File: config.mk
export PLATFORM = sky130hd
export DESIGN_NAME = gate_drive_monitor
export DESIGN_NICKNAME = d
export VERILOG_FILES = /design/src/rtl/gate_mon_pkg.sv /design/src/rtl/gate_leg_checker.sv /design/src/rtl/gate_drive_monitor.sv
export SDC_FILE = /design/constraint.sdc
export NUM_CORES = 1
export LEC_CHECK = 0
export CORE_MARGIN = 2
export CORE_UTILIZATION = 60
export CTS_BUF_LIST = sky130_fd_sc_hd__clkbuf_16
export CTS_CLUSTER_DIAMETER = 120
export DETAILED_ROUTE_END_ITERATION = 12
export GPL_TIMING_DRIVEN = 0
export PLACE_DENSITY = 0.86
export REMOVE_ABC_BUFFERS = 1
export SLEW_MARGIN = 20
export SYNTH_ARGS = -nofsm -noshare
export SYNTH_HDL_FRONTEND = slang
export SYNTH_SLANG_ARGS = --single-unit
export TNS_END_PERCENT = 1
File: constraint.sdc
create_clock -name clk -period 5.6 [get_ports clk]
set_input_delay 0.84 -clock clk [delete_from_list [all_inputs] [get_ports clk]]
set_output_delay 0.84 -clock clk [all_outputs]
set_load 0.1 [all_outputs]
File: src/rtl/gate_mon_pkg.sv
// Shared encodings for the gate drive monitor: leg FSM states, fault-type bits, leg indices.
package gate_mon_pkg;

  typedef enum logic [2:0] {
    L_IDLE   = 3'd0,
    L_UP     = 3'd1,
    L_DN     = 3'd2,
    L_DEAD_U = 3'd3,
    L_DEAD_D = 3'd4
  } leg_state_t;

  localparam int FT_SHOOT = 0;
  localparam int FT_DEAD  = 1;

  localparam int LEG_BUCK1 = 0;
  localparam int LEG_BUCK2 = 1;
  localparam int LEG_RES1  = 2;
  localparam int LEG_RES2  = 3;
  localparam int NUM_LEGS  = 4;

endpackage

File: src/rtl/gate_leg_checker.sv
// One half-bridge leg checker: flags shoot-through entries and dead-time violations on a registered {up, down} command.
// Latency: events are combinational from the registered command; no backpressure (passive observer).
module gate_leg_checker
  import gate_mon_pkg::*;
#(
  parameter logic [15:0] DEAD_TIME_MIN = 16'd10
) (
  input  logic       clk,
  input  logic       rst_n,
  input  logic [1:0] gate,
  output logic       shoot_evt,
  output logic       dead_evt
);

  leg_state_t  state, state_nxt;
  logic [15:0] dcnt, dcnt_nxt;
  logic        shoot_hold;

  always_ff @(posedge clk or negedge rst_n) begin
    if (!rst_n) begin
      state      <= L_IDLE;
      dcnt       <= '0;
      shoot_hold <= 1'b0;
    end else begin
      state      <= state_nxt;
      dcnt       <= dcnt_nxt;
      shoot_hold <= (gate == 2'b11);
    end
  end

  always_comb begin
    state_nxt = state;
    dcnt_nxt  = dcnt;
    shoot_evt = 1'b0;
    dead_evt  = 1'b0;
    // Both devices on overrides everything; only the first cycle of a run is an event.
    if (gate == 2'b11) begin
      shoot_evt = !shoot_hold;
      state_nxt = L_IDLE;
      dcnt_nxt  = '0;
    end else begin
      case (state)
        L_IDLE: begin
          if (gate == 2'b10)      state_nxt = L_UP;
          else if (gate == 2'b01) state_nxt = L_DN;
        end
        L_UP: begin
          if (gate == 2'b00) begin
            state_nxt = L_DEAD_U;
            dcnt_nxt  = 16'd1;
          end else if (gate == 2'b01) begin
            dead_evt  = 1'b1;
            state_nxt = L_DN;
          end
        end
        L_DN: begin
          if (gate == 2'b00) begin
            state_nxt = L_DEAD_D;
            dcnt_nxt  = 16'd1;
          end else if (gate == 2'b10) begin
            dead_evt  = 1'b1;
            state_nxt = L_UP;
          end
        end
        L_DEAD_U: begin
          if (gate == 2'b00) begin
            dcnt_nxt = dcnt + 16'd1;
            if (dcnt + 16'd1 >= DEAD_TIME_MIN) begin
              state_nxt = L_IDLE;
              dcnt_nxt  = '0;
            end
          end else if (gate == 2'b10) begin
            state_nxt = L_UP;
          end else begin
            dead_evt  = (dcnt < DEAD_TIME_MIN);
            state_nxt = L_DN;
          end
        end
        L_DEAD_D: begin
          if (gate == 2'b00) begin
            dcnt_nxt = dcnt + 16'd1;
            if (dcnt + 16'd1 >= DEAD_TIME_MIN) begin
              state_nxt = L_IDLE;
              dcnt_nxt  = '0;
            end
          end else if (gate == 2'b01) begin
            state_nxt = L_DN;
          end else begin
            dead_evt  = (dcnt < DEAD_TIME_MIN);
            state_nxt = L_UP;
          end
        end
        default: state_nxt = L_IDLE;
      endcase
    end
  end

endmodule

File: src/rtl/gate_drive_monitor.sv
// Gate command bus checker: sticky fault + gate kill, saturating fault counters, deion pulse counter; 2 edges port->fault.
// No backpressure (passive observer). Optional per-pulse peak current tracker enabled by GATE_MON_PEAK_EN.
module gate_drive_monitor
  import gate_mon_pkg::*;
#(
  parameter logic [15:0] DEAD_TIME_MIN = 16'd10,
  parameter int          CNT_W         = 16
) (
  input  logic             clk,
  input  logic             rst_n,
  input  logic [1:0]       gate_buck1,
  input  logic [1:0]       gate_buck2,
  input  logic [1:0]       gate_res1,
  input  logic [1:0]       gate_res2,
  input  logic             gate_deion,
  input  logic [15:0]      sample_current,
  input  logic             fault_clear,
  output logic             fault,
  output logic             gate_kill,
  output logic [3:0]       fault_leg,
  output logic [1:0]       fault_type,
  output logic [CNT_W-1:0] shoot_cnt,
  output logic [CNT_W-1:0] dead_viol_cnt,
  output logic [CNT_W-1:0] pulse_cnt,
  output logic [15:0]      peak_current,
  output logic             peak_valid
);

  localparam logic [CNT_W-1:0] CNT_MAX = '1;

  logic [NUM_LEGS-1:0][1:0] leg_s1;
  logic                     deion_s1, deion_d;
  logic [NUM_LEGS-1:0]      shoot_v, dead_v, leg_evt;
  logic [1:0]               evt_type;
  logic                     any_evt;

  always_ff @(posedge clk or negedge rst_n) begin
    if (!rst_n) begin
      leg_s1   <= '0;
      deion_s1 <= 1'b0;
      deion_d  <= 1'b0;
    end else begin
      leg_s1[LEG_BUCK1] <= gate_buck1;
      leg_s1[LEG_BUCK2] <= gate_buck2;
      leg_s1[LEG_RES1]  <= gate_res1;
      leg_s1[LEG_RES2]  <= gate_res2;
      deion_s1          <= gate_deion;
      deion_d           <= deion_s1;
    end
  end

  for (genvar i = 0; i < NUM_LEGS; i++) begin : g_leg
    gate_leg_checker #(.DEAD_TIME_MIN(DEAD_TIME_MIN)) u_chk (
      .clk       (clk),
      .rst_n     (rst_n),
      .gate      (leg_s1[i]),
      .shoot_evt (shoot_v[i]),
      .dead_evt  (dead_v[i])
    );
  end

  assign leg_evt = shoot_v | dead_v;
  assign any_evt = |leg_evt;

  always_comb begin
    evt_type           = '0;
    evt_type[FT_SHOOT] = |shoot_v;
    evt_type[FT_DEAD]  = |dead_v;
  end

  // A clear only takes effect in a cycle with no new event.
  always_ff @(posedge clk or negedge rst_n) begin
    if (!rst_n) begin
      fault      <= 1'b0;
      fault_leg  <= '0;
      fault_type <= '0;
    end else if (any_evt) begin
      fault      <= 1'b1;
      fault_leg  <= fault_leg | leg_evt;
      fault_type <= fault_type | evt_type;
    end else if (fault_clear) begin
      fault      <= 1'b0;
      fault_leg  <= '0;
      fault_type <= '0;
    end
  end

  assign gate_kill = fault;

  always_ff @(posedge clk or negedge rst_n) begin
    if (!rst_n) begin
      shoot_cnt     <= '0;
      dead_viol_cnt <= '0;
      pulse_cnt     <= '0;
    end else begin
      if (|shoot_v && shoot_cnt != CNT_MAX)   shoot_cnt     <= shoot_cnt + CNT_W'(1);
      if (|dead_v && dead_viol_cnt != CNT_MAX) dead_viol_cnt <= dead_viol_cnt + CNT_W'(1);
      if (deion_s1 && !deion_d)               pulse_cnt     <= pulse_cnt + CNT_W'(1);
    end
  end

`ifdef GATE_MON_PEAK_EN
  logic signed [15:0] samp_s1, trk;
  logic               armed;

  // Arming on the first low cycle means a deion already high out of reset yields no strobe.
  always_ff @(posedge clk or negedge rst_n) begin
    if (!rst_n) begin
      samp_s1      <= '0;
      trk          <= 16'sh8000;
      armed        <= 1'b0;
      peak_current <= '0;
      peak_valid   <= 1'b0;
    end else begin
      samp_s1    <= sample_current;
      peak_valid <= 1'b0;
      if (!deion_s1) begin
        armed <= 1'b1;
        trk   <= (!armed || samp_s1 > trk) ? samp_s1 : trk;
      end else if (armed) begin
        armed        <= 1'b0;
        peak_current <= trk;
        peak_valid   <= 1'b1;
      end
    end
  end
`else
  logic unused_sample;
  assign unused_sample = ^sample_current;
  assign peak_current  = '0;
  assign peak_valid    = 1'b0;
`endif

endmodule

== After elaboration in Yosys (flattened, before gate mapping) ==
Cells that the tools add are included.
Word-level totals
  register bits: 145
  bits of input ports: 28
  output and inout port bits: 73
  word-level logic and storage cells: 238
Cells by class
  add/sub/neg operators: 7
  $lt $le $gt $ge: 8
  equal/unequal tests: 42
  muxes and demuxes: 118
  bitwise operators: 3
  reduce and logical (&&, ||, !) cells: 36
Operators with widths (count)
  $mux 16: 16
  $pmux 16 s2: 4
  $add 16x1->16 const B: 7
  $mux 3: 36
  $ge 16x4->1 const B: 4
  $lt 16x4->1 const B: 4
  $pmux 3 s5: 4
  $mux 1: 42
  $ne 16x16->1 const B: 2
  $eq 3x2->1 const B: 8
  $ne 3x1->1 const B: 8
  $mux 2: 10
  $eq 2x2->1 const B: 8
  $ne 4x1->1 const B: 4
  $pmux 1 s4: 4
  $reduce_or 2->1: 8
  $eq 3x1->1 const B: 4
  $eq 3x3->1 const B: 4
  $logic_not 3->1: 4
  $reduce_and 3->1: 4
  $reduce_bool 3->1: 4
  $reduce_or 4->1: 3
  $eq 2x1->1 const B: 4
  $logic_not 2->1: 4
  6 further kinds: 14

== Longest topological paths before layout ==
Gate-level depths: netlist of the first run.
  depth in word-level cells: 8
  depth in mapped cells: 9

== Hierarchy ==
Synthesis of the first run repeated with hierarchy kept, for this count alone.
Unflattened totals
  cells, all modules: 875
  area total of the unflattened synthesis: 8712.1 um^2
By module, submodules not included
  gate_leg_checker (g_leg[0].u_chk ...): times used 3, cells each 158, area each 1462.7 um^2
  gate_drive_monitor: times used 1, cells each 248, area each 2957.8 um^2
  gate_leg_checker (g_leg[1].u_chk): times used 1, cells each 153, area each 1366.3 um^2

== Worst setup path after synthesis of the first run ==
No wires, ideal clock.
  kind: register -> register
  start point: register dead_viol_cnt[6]
  end point: register dead_viol_cnt[1]
  arrival: 2.418 ns
  required time: 5.472 ns
  path slack: 3.053 ns
  stages on the path, launching flop included: 7
  buffers on the path: 0
  path through: dfrtp_1 -> nand3_1 -> nor2_1 -> nand2_1 -> nor3_4 -> nor2_1 -> mux2_1
Between the ends
  word-level cells in the longest chain between the ends: 2
Ends and longest elaborated chain
  from (decl): line gate_drive_monitor.sv:23  | output logic [CNT_W-1:0] dead_viol_cnt,
  from (signal assigned): line gate_drive_monitor.sv:97  | if (|dead_v && dead_viol_cnt != CNT_MAX) dead_viol_cnt <= dead_viol_cnt + CNT_W'(1);
  $ne 16x16->1: line gate_drive_monitor.sv:97
  $logic_and 1x1->1: line gate_drive_monitor.sv:97
Every way passes these cells.
A chain may end at the register's enable or synchronous reset.

== Worst setup path in the final report of the first run ==
  start point: register dead_viol_cnt[6]
  end point: output dead_viol_cnt[6]
No word-level cell between the ends.

==> results.sh, run 1 <==
export IMPL_cts_hold_buffers=0
export IMPL_mostFrequentLayoutCells="sky130_fd_sc_hd__dfrtp_1, sky130_fd_sc_hd__nand2_1, sky130_fd_sc_hd__clkdlybuf4s50_1, sky130_fd_sc_hd__and2_1, sky130_fd_sc_hd__nor2_1"
export IMPL_first_iter_violations=613
export IMPL_timing_reg2reg_worst_path_depth=6
export IMPL_postRouteAntennaNets=0
export IMPL_path_delay_family="buffers and inverters"
export IMPL_cts_num_sinks=145
export IMPL_synth_compound_area_frac=0.112
export IMPL_wire_length_of_the_first_global_routing_pass_um=28800
export IMPL_setup_viol=0
export IMPL_hold_viol_final=0
export IMPL_dieArea_mm2=0.0140
export IMPL_timing_critical_path_cells="clkdlybuf4s50_1"
export IMPL_filler_free_cell_count_of_the_finished_design=1029
export IMPL_drt_pass1_iter_count=5
export IMPL_cts_made_buffers=17
export IMPL_worst_ep_arrival_ns=2.05
export IMPL_total_leakage_power_uw=0.00401
export IMPL_yosys_area_share_simple=0.274
export IMPL_synth_ff_latch_count=145
export IMPL_rows=41
export IMPL_timing_critical_path_from_type="flip-flop"
export IMPL_yosys_warnings=0
export IMPL_sequential_cell_area_mm2=0.00363
export IMPL_worstPathRequired_ns=4.76
export IMPL_num_vias=6184
export IMPL_path_buf_inv=1
export IMPL_total_power_uw=3550
export IMPL_core_region_area_mm2=0.0127
export IMPL_seq_area_frac_synth=0.461
export IMPL_globalRoute_totalOverflow=0
export IMPL_gp_routability_congestion=0.858
export IMPL_grt_antenna_before_repair=0
export IMPL_mappedNetlistArea_mm2=0.00787
export IMPL_drc=0
export IMPL_crit_path_end_kind="output pin"
export IMPL_slew_violations=0
export IMPL_timing_max_slew_rel_slack=0.309
export IMPL_clock_tree_htree_level_count=4
export IMPL_global_route_usage_total=0.252
export IMPL_post_synth_edffs=0
export IMPL_mostFrequentLayoutCell="sky130_fd_sc_hd__dfrtp_1"
export IMPL_cts_setup_buffers=0
export IMPL_buffer_ports_inserted=67
export IMPL_cts_buffer_depth=2
export IMPL_average_size_of_a_mapped_cell_um2=9.86
export IMPL_die_x_extent_um=118
export IMPL_netlist_top_cell_by_area="sky130_fd_sc_hd__dfrtp_1"
export IMPL_fin_tns_setup_ns=0
export IMPL_critical_path_class="flip-flop to output pin"
export IMPL_drt_wirelength_per_cell_um=16.3
export IMPL_pin_count=101
export IMPL_critPathSlowestCell="sky130_fd_sc_hd__clkdlybuf4s50_1"
export IMPL_p_per_area_mw_per_mm2=389
export IMPL_grt_start_max_net_pins=85
export IMPL_finalWirelength_um=16700
export IMPL_synth_xor_area_frac=0.0635
export IMPL_finClkSkew_ns=0.0104
export IMPL_cts_root_buf="sky130_fd_sc_hd__clkbuf_16"
export IMPL_synth_adder_area_share=0.0175
export IMPL_fmax_mhz=346
export IMPL_combined_area_of_the_multi_input_logic_cells_mm2=0.00386
export IMPL_muxShareOfSynthArea=0.0148
export IMPL_vdd_drop_max_v=0.000632
export IMPL_synthArstFlopShare=1.00
export IMPL_yosys_most_used_dff="sky130_fd_sc_hd__dfrtp_1"
export IMPL_drive_above_1_share=0.0735
export IMPL_die_height_um=118
export IMPL_final_min_period_over_clock_period=0.517
export IMPL_period_minus_slack_ns=2.89
export IMPL_insertedDiodeCount=0
export IMPL_clk_pin_slew_ns=0.06
export IMPL_clock_insertion_delay_worst_skew_ns=0.42
export IMPL_num_fill_cells=918
export IMPL_syn_to_final_growth_pct=15.8
export IMPL_rsz0062_at_grt="no"
export IMPL_worst_slew_pin_slew_ns=1.03
export IMPL_synth_area_leaders="sky130_fd_sc_hd__dfrtp_1, sky130_fd_sc_hd__and2_1, sky130_fd_sc_hd__nand2_1"
export IMPL_floorplan_initialDensity=0.618
export IMPL_post_cts_resized_instances=0
export IMPL_critical_path_depth=1
export IMPL_crit_path_max_fanout=5
export IMPL_post_drt_via_cell_ratio=6.01
export IMPL_max_cap_violations=0
export IMPL_synth_lib_cells_used_distinct=75
export IMPL_synth_top_family_by_area="simple AND/OR/NAND/NOR gates"
export IMPL_tritoncts="built"
export IMPL_proportion_of_netlist_area_held_by_the_largest_area_contributor=0.461
export IMPL_total_placed_cells_including_tap_cells=997
export IMPL_hpwlAfterDp_um=11200
export IMPL_postSynthCellCount=798
export IMPL_max_stage_delay_ns=1.21
export IMPL_run_status="completed"
export IMPL_vias_in_the_first_global_route=6068
export IMPL_hold_path_class="input pin to async pin"
export IMPL_fin_nets=883
synth_stat cells (all sizes together) (2+ instances only):
library cell and n:
nor2b 18, a31oi 20, xor2 31, mux2i 6, buf 49, and4 6, and3 10, clkbuf 9
nor4b 3, xnor2 26, a41oi 3, nand4b 2, a2111oi 2, or4 3, o21ai 22, nor2 48
or3 5, o2111ai 9, nand3 42, nand3b 8, o311ai 2, a22oi 2, o211ai 2, nand4 27
nor3 17, o32ai 7, nor3b 2, a21boi 4, nor4 34, nor4bb 8, o31ai 4, mux2 5
a211oi 2, o22ai 2, a21oi 15, dfrtp 145, and2 56, o21a 3, nand2b 7, inv 25
nand2 76, ha 11
state kept, by name, indices dropped and copies added, names as in the netlist:
name / cells
dead_viol_cnt: 16
deion_d: 1
deion_s1: 1
fault: 1
fault_leg: 4
fault_type: 2
g_leg.u_chk.dcnt: 64
g_leg.u_chk.shoot_hold: 4
g_leg.u_chk.state: 12
leg_s1: 8
pulse_cnt: 16
shoot_cnt: 16
per-stage QoR:
step	instance area [um2]	hold slack (ns)	utilization	worst slack (ns)
3_5_place_dp	8510	0.363	0.669	3.07
4_1_cts	9110	0.357	0.716	2.69
6_report	9110	0.341	0.716	2.71
5_1_grt	9110	0.376	0.716	2.65
3_3_place_gp	8460	0.355	0.665	-1.79
2_1_floorplan	7580	0.347	-	2.80
report_power, final:
| group | switching (uW) | internal, uW | leakage, uW |
|---|---|---|---|
| sequential | 143 | 1150 | 0.00192 |
| combinational | 834 | 267 | 0.00179 |
| clock | 423 | 733 | 0.000303 |
| total | 1400 | 2150 | 0.00401 |
kinds of logic after synthesis:
| kind of cell | after synthesis |
|---|---|
| AOI/OAI and AO/OA | 116 |
| xor gates and xnor gates | 57 |
| adders and majority gates | 11 |
| buffers and inverters | 83 |
| DFF | 145 |
| muxes | 11 |
| other | 1 |
| and+or+nand+nor | 374 |
area by class of cell:
class,count,share of cell area
Clock inverter,15,0.0192
Sequential cell,145,0.398
Inverter,25,0.0103
Tap cell,172,0.0236
Timing Repair Buffer,69,0.0780
Multi-Input combinational cell,586,0.424
Clock buffer,17,0.0467
path summary, 6_finish.rpt:
| kind | startpoint | endpoint | slack, ns |
|---|---|---|---|
| worst max-delay path | dead_viol_cnt[6]$_DFFE_PN0P_ | dead_viol_cnt[6] | 2.71 |
| worst min-delay path | rst_n | g_leg[3].u_chk.dcnt[1]$_DFFE_PN0P_ | 0.34 |
| worst max register to register | g_leg[2].u_chk.dcnt[0]$_DFFE_PN0P_ | g_leg[2].u_chk.state[0]$_DFFE_PN0P_ | 2.97 |
| worst min register to register | deion_s1$_DFF_PN0_ | deion_d$_DFF_PN0_ | 0.37 |
| max in group asynchronous | rst_n | dead_viol_cnt[14]$_DFFE_PN0P_ | 4.51 |
| min in group clk | deion_s1$_DFF_PN0_ | deion_d$_DFF_PN0_ | 0.37 |
metal layers:
layer,track usage,vias up,share of wire
met2,0.407,194,0.48
met3,0.0845,24,0.069
met4,0.0826,0,0.013
met5,0,-,0
met1,0.322,3037,0.44
li1,-,2929,-
(Power assumes the default switching activity.)
==> run 2, diff against run 1 <==
Settings changed: CORE_UTILIZATION 60 to 56, PLACE_DENSITY 0.86 to 0.81.
Clock period 5.6 ns to 2.94 ns, I/O delays scaled along.
==> run 2 against run 1 <==
  * Combinational power grew 91%
  * Design area about the same
  * Power grew 88%
  * Non-clock buffer count grew 1
==> results.sh, run 2 (synthesis gave the netlist of run 1 again) <==
export IMPL_fin_nets=884
export IMPL_share_clk_of_total_power=0.318
export IMPL_slack_of_the_worst_reg_to_reg_path_ns=0.30
export IMPL_postRouteAntennaNets=0
export IMPL_cts_num_sinks=145
export IMPL_power_combinational_fraction=0.314
export IMPL_timing_max_slew_rel_slack=0.315
export IMPL_period_minus_slack_ns=2.64
export IMPL_fin_tns_setup_ns=0
export IMPL_finClkSkew_ns=0.00749
export IMPL_hold_viol_final=0
export IMPL_drive_above_1_share=0.0804
export IMPL_floorplan_initialDensity=0.571
export IMPL_cts_root_buf="sky130_fd_sc_hd__clkbuf_16"
export IMPL_max_cap_violations=0
export IMPL_hpwlAfterDp_um=11200
export IMPL_worstPathRequired_ns=3.25
export IMPL_crit_path_end_kind="flip-flop"
export IMPL_seq_power_share=0.368
export IMPL_clock_tree_htree_level_count=4
export IMPL_critical_path_class="flip-flop to flip-flop"
export IMPL_post_place_ws_ns=0.342
export IMPL_core_region_area_mm2=0.0138
export IMPL_drc=0
export IMPL_dpl_cell_area_mm2=0.00852
export IMPL_die_height_um=123
export IMPL_max_flop_register="g_leg.u_chk.dcnt"
export IMPL_vias_in_the_first_global_route=6017
export IMPL_setup_viol=0
export IMPL_vdd_drop_max_v=0.00117
export IMPL_total_placed_cells_including_tap_cells=1005
export IMPL_globalRoute_totalOverflow=0
export IMPL_total_leakage_power_uw=0.00400
export IMPL_fmax_mhz=379
export IMPL_power_internal_uw=3950
export IMPL_grt_antenna_before_repair=0
export IMPL_drt_pass1_iter_count=5
export IMPL_tritoncts="built"
export IMPL_filler_free_cell_count_of_the_finished_design=1038
export IMPL_gp_routability_congestion=0.860
export IMPL_worst_slew_pin_slew_ns=1.02
export IMPL_cts_setup_buffers=0
export IMPL_switching_share=0.409
export IMPL_mostFrequentLayoutCell="sky130_fd_sc_hd__dfrtp_1"
export IMPL_run_status="completed"
export IMPL_grt_start_max_net_pins=107
export IMPL_num_vias=6188
export IMPL_timing_final_ws_setup_ns=0.300
export IMPL_die_x_extent_um=123
export IMPL_cts_made_buffers=17
export IMPL_rows=43
export IMPL_p_per_area_mw_per_mm2=732
export IMPL_insertedDiodeCount=0
export IMPL_timing_critical_path_from_type="flip-flop"
export IMPL_largest_register_ffs=64
export IMPL_crit_path_max_fanout=12
export IMPL_buffer_ports_inserted=67
export IMPL_total_switching_power_uw=2730
export IMPL_final_min_period_over_clock_period=0.898
export IMPL_finalWirelength_um=16800
export IMPL_rsz0062_at_grt="no"
export IMPL_wire_length_of_the_first_global_routing_pass_um=28500
export IMPL_mostFrequentLayoutCells="sky130_fd_sc_hd__dfrtp_1, sky130_fd_sc_hd__nand2_1, sky130_fd_sc_hd__clkdlybuf4s50_1, sky130_fd_sc_hd__and2_1, sky130_fd_sc_hd__nor2_1"
export IMPL_syn_to_final_growth_pct=15.9
export IMPL_drt_wirelength_per_cell_um=16.2
export IMPL_global_route_usage_total=0.239
export IMPL_pin_count=101
export IMPL_clk_pin_slew_ns=0.06
export IMPL_post_drt_via_cell_ratio=5.96
export IMPL_first_iter_violations=541
export IMPL_worst_ep_arrival_ns=2.95
export IMPL_cts_buffer_depth=2
export IMPL_hold_path_class="flip-flop to flip-flop"
export IMPL_total_non_filler_cell_area_in_the_finished_layout_mm2=0.00912
export IMPL_total_power_uw=6680
export IMPL_dieArea_mm2=0.0150
export IMPL_post_cts_resized_instances=0
export IMPL_clock_insertion_delay_worst_skew_ns=0.42
export IMPL_slew_violations=0
==> run 2: changes by cell type in the layout (fill, tap and decap cells not counted), sizes merged <==
cell and delta:
bufinv -2, clkinvlp +1, dlygate4sd3 +1, inv +1
==> run 2: area by class of cell <==
class / count / area [um2]
sequential: 145 / 3630
timing repair buffer: 70 / 721
multi-input combinational: 586 / 3860
clock inverter: 15 / 161
tap: 180 / 225
inverter: 25 / 93.8
clock buffer: 17 / 425
fill: 1055 / 4660
==> run 2: power groups by stage <==
| stage | clock network, uW | registers [uW] | logic (uW) |
|---|---|---|---|
| global route | 2250 | 2490 | 2190 |
| detailed placement | 0 | 2480 | 2100 |
| global placement | 0 | 2460 | 2040 |
| CTS | 2160 | 2460 | 2110 |
| floorplan | 0 | 3520 | 510 |
| finish | 2120 | 2460 | 2100 |
==> run 2: worst max-delay path, stage by stage (launching register included) <==
cell	delay (ns)
sky130_fd_sc_hd__dfrtp_1	0.58
sky130_fd_sc_hd__ha_1	0.38
sky130_fd_sc_hd__nand3_1	0.15
sky130_fd_sc_hd__nor4_1	0.47
sky130_fd_sc_hd__nand3_1	0.13
sky130_fd_sc_hd__o31ai_1	0.14
sky130_fd_sc_hd__nand3_1	0.29
sky130_fd_sc_hd__a2111oi_2	0.37
==> run 2: final timing paths <==
check,startpoint,to,cells after the start
setup / recovery,g_leg[2].u_chk.dcnt[0]$_DFFE_PN0P_,g_leg[2].u_chk.state[0]$_DFFE_PN0P_,7
max in group asynchronous,rst_n,shoot_cnt[15]$_DFFE_PN0P_,3
hold reg to reg,deion_s1$_DFF_PN0_,deion_d$_DFF_PN0_,0
hold / removal,deion_s1$_DFF_PN0_,deion_d$_DFF_PN0_,0
min in group asynchronous,rst_n,g_leg[2].u_chk.dcnt[5]$_DFFE_PN0P_,2
setup reg to reg,g_leg[2].u_chk.dcnt[0]$_DFFE_PN0P_,g_leg[2].u_chk.state[0]$_DFFE_PN0P_,7
==> run 2: metrics by stage <==
| step | hold slack (ns) | util |
|---|---|---|
| after floorplan | 0.145 | - |
| after global placement | 0.354 | 0.615 |
| after detailed placement | 0.340 | 0.619 |
| after CTS | 0.375 | 0.662 |
| after global routing | 0.392 | 0.662 |
| final | 0.374 | 0.662 |
==> run 2: what timing repair did <==
| item | CTS | global route |
|---|---|---|
| endpoints found under the hold margin | 39 | 0 |
| endpoints found under the setup margin | 0 | 0 |
| hold buffers | 1 | 0 |
==> run 2: metal layers <==
metal / wire length (um) / global-route usage / vias up
li1: - / - / 2916
met5: 0 / 0 / -
met4: 362 / 0.0905 / 0
met3: 1110 / 0.0669 / 40
met1: 7190 / 0.308 / 3010
met2: 8130 / 0.385 / 222
==> run 3, diff against run 2 <==
--- a/config.mk
+++ b/config.mk
@@ -7,10 +7,9 @@
 export LEC_CHECK = 0
 export CORE_MARGIN = 2
-export CORE_UTILIZATION = 56
+export CORE_UTILIZATION = 25
 export CTS_BUF_LIST = sky130_fd_sc_hd__clkbuf_16
 export CTS_CLUSTER_DIAMETER = 120
 export DETAILED_ROUTE_END_ITERATION = 12
 export GPL_TIMING_DRIVEN = 0
-export PLACE_DENSITY = 0.81
 export REMOVE_ABC_BUFFERS = 1
 export SLEW_MARGIN = 20
==> constraint.sdc (replaced) <==
create_clock -name clk -period 2.94 [get_ports clk]
set_input_delay 0.441 -clock clk [delete_from_list [all_inputs] [get_ports clk]]
set_output_delay 0.441 -clock clk [all_outputs]
set_load 0.02 [all_outputs]
==> run 3 against run 2 <==
  * Cell count increased by 21%
  * Clock power increased by 8%
  * Fmax increased by 2.3%
  * Power decreased by 13%
  * Design area increased by 3.5%
  * Clock skew increased by 0.0060 ns
  * Sequential power about the same
  * Register-to-register slack improved by 0.06 ns
==> results.sh, run 3 (synthesis gave the netlist of run 1 again) <==
export IMPL_fin_nets=885
export IMPL_cts_setup_buffers=0
export IMPL_core_region_area_mm2=0.0307
export IMPL_timing_critical_path_from_type="flip-flop"
export IMPL_slew_violations=0
export IMPL_post_cts_resized_instances=0
export IMPL_rsz0062_at_grt="no"
export IMPL_postRouteAntennaNets=0
export IMPL_reg2reg_to="dead_viol_cnt[1]$_DFFE_PN0P_"
export IMPL_hold_viol_final=0
export IMPL_floorplan_initialDensity=0.256
export IMPL_path_delay_family="simple AND/OR/NAND/NOR gates"
export IMPL_setup_viol=0
export IMPL_crit_path_end_kind="flip-flop"
export IMPL_clock_insertion_delay_worst_skew_ns=0.42
export IMPL_sequential_cell_area_mm2=0.00363
export IMPL_max_flop_register="g_leg.u_chk.dcnt"
export IMPL_worst_ep_arrival_ns=2.88
export IMPL_slack_of_the_worst_reg_to_reg_path_ns=0.36
export IMPL_grt_antenna_before_repair=0
export IMPL_cts_made_buffers=17
export IMPL_timing_critical_path_cells="nor2b_1 -> a31oi_1 -> o32ai_2 -> nor4_4 -> buf_6 -> nor2_1 -> mux2_1"
export IMPL_drt_wirelength_per_cell_um=13.3
export IMPL_die_x_extent_um=181
export IMPL_globalRoute_totalOverflow=0
export IMPL_max_stage_delay_ns=0.71
export IMPL_finalWirelength_um=16700
export IMPL_grt_start_max_net_pins=88
export IMPL_post_drt_via_cell_ratio=4.73
export IMPL_wire_length_of_the_first_global_routing_pass_um=28700
export IMPL_dieArea_mm2=0.0329
export IMPL_critical_path_class="flip-flop to flip-flop"
export IMPL_path_buf_inv=1
export IMPL_combined_area_of_the_multi_input_logic_cells_mm2=0.00386
export IMPL_drc=0
export IMPL_run_status="completed"
export IMPL_drive_above_1_share=0.0792
export IMPL_hold_path_class="flip-flop to flip-flop"
export IMPL_tritoncts="built"
export IMPL_first_iter_violations=314
export IMPL_rows=64
export IMPL_crit_path_max_fanout=11
export IMPL_clock_tree_htree_level_count=4
export IMPL_gp_routability_congestion=0.796
export IMPL_clk_pin_slew_ns=0.06
export IMPL_total_placed_cells_including_tap_cells=1221
export IMPL_largest_register_ffs=64
export IMPL_r2r_start="g_leg[1].u_chk.state[2]$_DFFE_PN0P_"
export IMPL_worstPathRequired_ns=3.24
export IMPL_hpwlAfterDp_um=11500
export IMPL_syn_to_final_growth_pct=20.0
export IMPL_num_fill_cells=3206
export IMPL_fmax_mhz=387
export IMPL_fin_worst_hold_slack_ns=0.372
export IMPL_filler_free_cell_count_of_the_finished_design=1255
export IMPL_mostFrequentLayoutCell="sky130_fd_sc_hd__dfrtp_1"
export IMPL_pin_count=101
export IMPL_p_per_area_mw_per_mm2=618
export IMPL_timing_max_slew_rel_slack=0.334
export IMPL_mostFrequentLayoutCells="sky130_fd_sc_hd__dfrtp_1, sky130_fd_sc_hd__nand2_1, sky130_fd_sc_hd__clkdlybuf4s50_1, sky130_fd_sc_hd__and2_1, sky130_fd_sc_hd__nor2_1"
export IMPL_worst_slew_pin_slew_ns=0.998
export IMPL_total_leakage_power_uw=0.00402
export IMPL_insertedDiodeCount=0
export IMPL_cts_buffer_depth=2
export IMPL_timing_reg2reg_worst_path_depth=7
export IMPL_max_cap_violations=0
export IMPL_hold_path_stages=0
export IMPL_min_to="deion_d$_DFF_PN0_"
export IMPL_cts_root_buf="sky130_fd_sc_hd__clkbuf_16"
export IMPL_finClkSkew_ns=0.0134
export IMPL_drt_pass1_iter_count=5
export IMPL_buffer_ports_inserted=67
export IMPL_final_min_period_over_clock_period=0.878
export IMPL_num_vias=5930
export IMPL_critPathSlowestCell="sky130_fd_sc_hd__nor4_4"
export IMPL_finish_utilization=0.307
export IMPL_vdd_drop_max_v=0.000480
export IMPL_min_from="deion_s1$_DFF_PN0_"
export IMPL_die_height_um=181
export IMPL_period_minus_slack_ns=2.58
export IMPL_cts_num_sinks=145
export IMPL_global_route_usage_total=0.105
export IMPL_vias_in_the_first_global_route=5657
## run 3: cell types whose count changed in the layout (fill, tap and decap cells not counted), sizes merged
cell | previous run | this run
bufinv | 2 | 4
clkbuf | 17 | 18
clkinv | 9 | 4
clkinvlp | 1 | 2
inv | 28 | 30
## run 3: layer usage
metal  up-vias  routed length [um]  global-route usage
met5         -                   0                   0
met4         0                 154              0.0296
met3        12                 914              0.0331
met2       120                7300               0.156
met1      2871                8360               0.146
li1       2927                   -                   -
## run 3: worst max path at each step
stage | startpoint | end | cells after the start
floorplan | g_leg[1].u_chk.state[2]$_DFFE_PN0P_ | dead_viol_cnt[1]$_DFFE_PN0P_ | 6
global placement | rst_n | leg_s1[2]$_DFF_PN0_ | 1
detailed placement | g_leg[1].u_chk.state[2]$_DFFE_PN0P_ | dead_viol_cnt[1]$_DFFE_PN0P_ | 7
CTS | g_leg[1].u_chk.state[2]$_DFFE_PN0P_ | dead_viol_cnt[1]$_DFFE_PN0P_ | 7
global route | g_leg[2].u_chk.dcnt[0]$_DFFE_PN0P_ | g_leg[2].u_chk.state[0]$_DFFE_PN0P_ | 6
finish | g_leg[1].u_chk.state[2]$_DFFE_PN0P_ | dead_viol_cnt[1]$_DFFE_PN0P_ | 7
## run 3: power by group
group | internal (uW) | switching (uW) | total [uW]
Sequential | 2180 | 273 | 2450
Combinational | 515 | 567 | 1080
Clock | 1430 | 873 | 2300
## run 3: layout make-up
type / instances / area share
clock buffers: 17 / 0.0451
flip-flops and latches: 145 / 0.384
repair buffers: 71 / 0.0775
clock inverters: 15 / 0.0215
well taps: 396 / 0.0525
multi-input cells: 586 / 0.409
inverters: 25 / 0.00994
## run 3: worst register-to-register path, stage by stage (launching register included)
cell and delay [ns]:
sky130_fd_sc_hd__dfrtp_1 0.51, sky130_fd_sc_hd__nor2b_1 0.21, sky130_fd_sc_hd__a31oi_1 0.21, sky130_fd_sc_hd__o32ai_2 0.15, sky130_fd_sc_hd__nor4_4 0.71, sky130_fd_sc_hd__buf_6 0.25
sky130_fd_sc_hd__nor2_1 0.09, sky130_fd_sc_hd__mux2_1 0.34
## run 3: timing repair
action / in CTS / in global routing
setup endpoints to repair: 0 / 0
hold buffers: 1 / 0
hold endpoints to repair: 58 / 0
## run 3: metrics by stage
step                      setup slack (ns)  total power [uW]  TNS [ns]  instance area (um2)
after global placement               -4.47              3550   -655.31                 8740
final                                0.359              5840         0                 9440
after global routing                0.0394              6130         0                 9440
after detailed placement             0.337              3580         0                 8790
after floorplan                      0.145              3040         0                 7580
after CTS                            0.333              5920         0                 9430
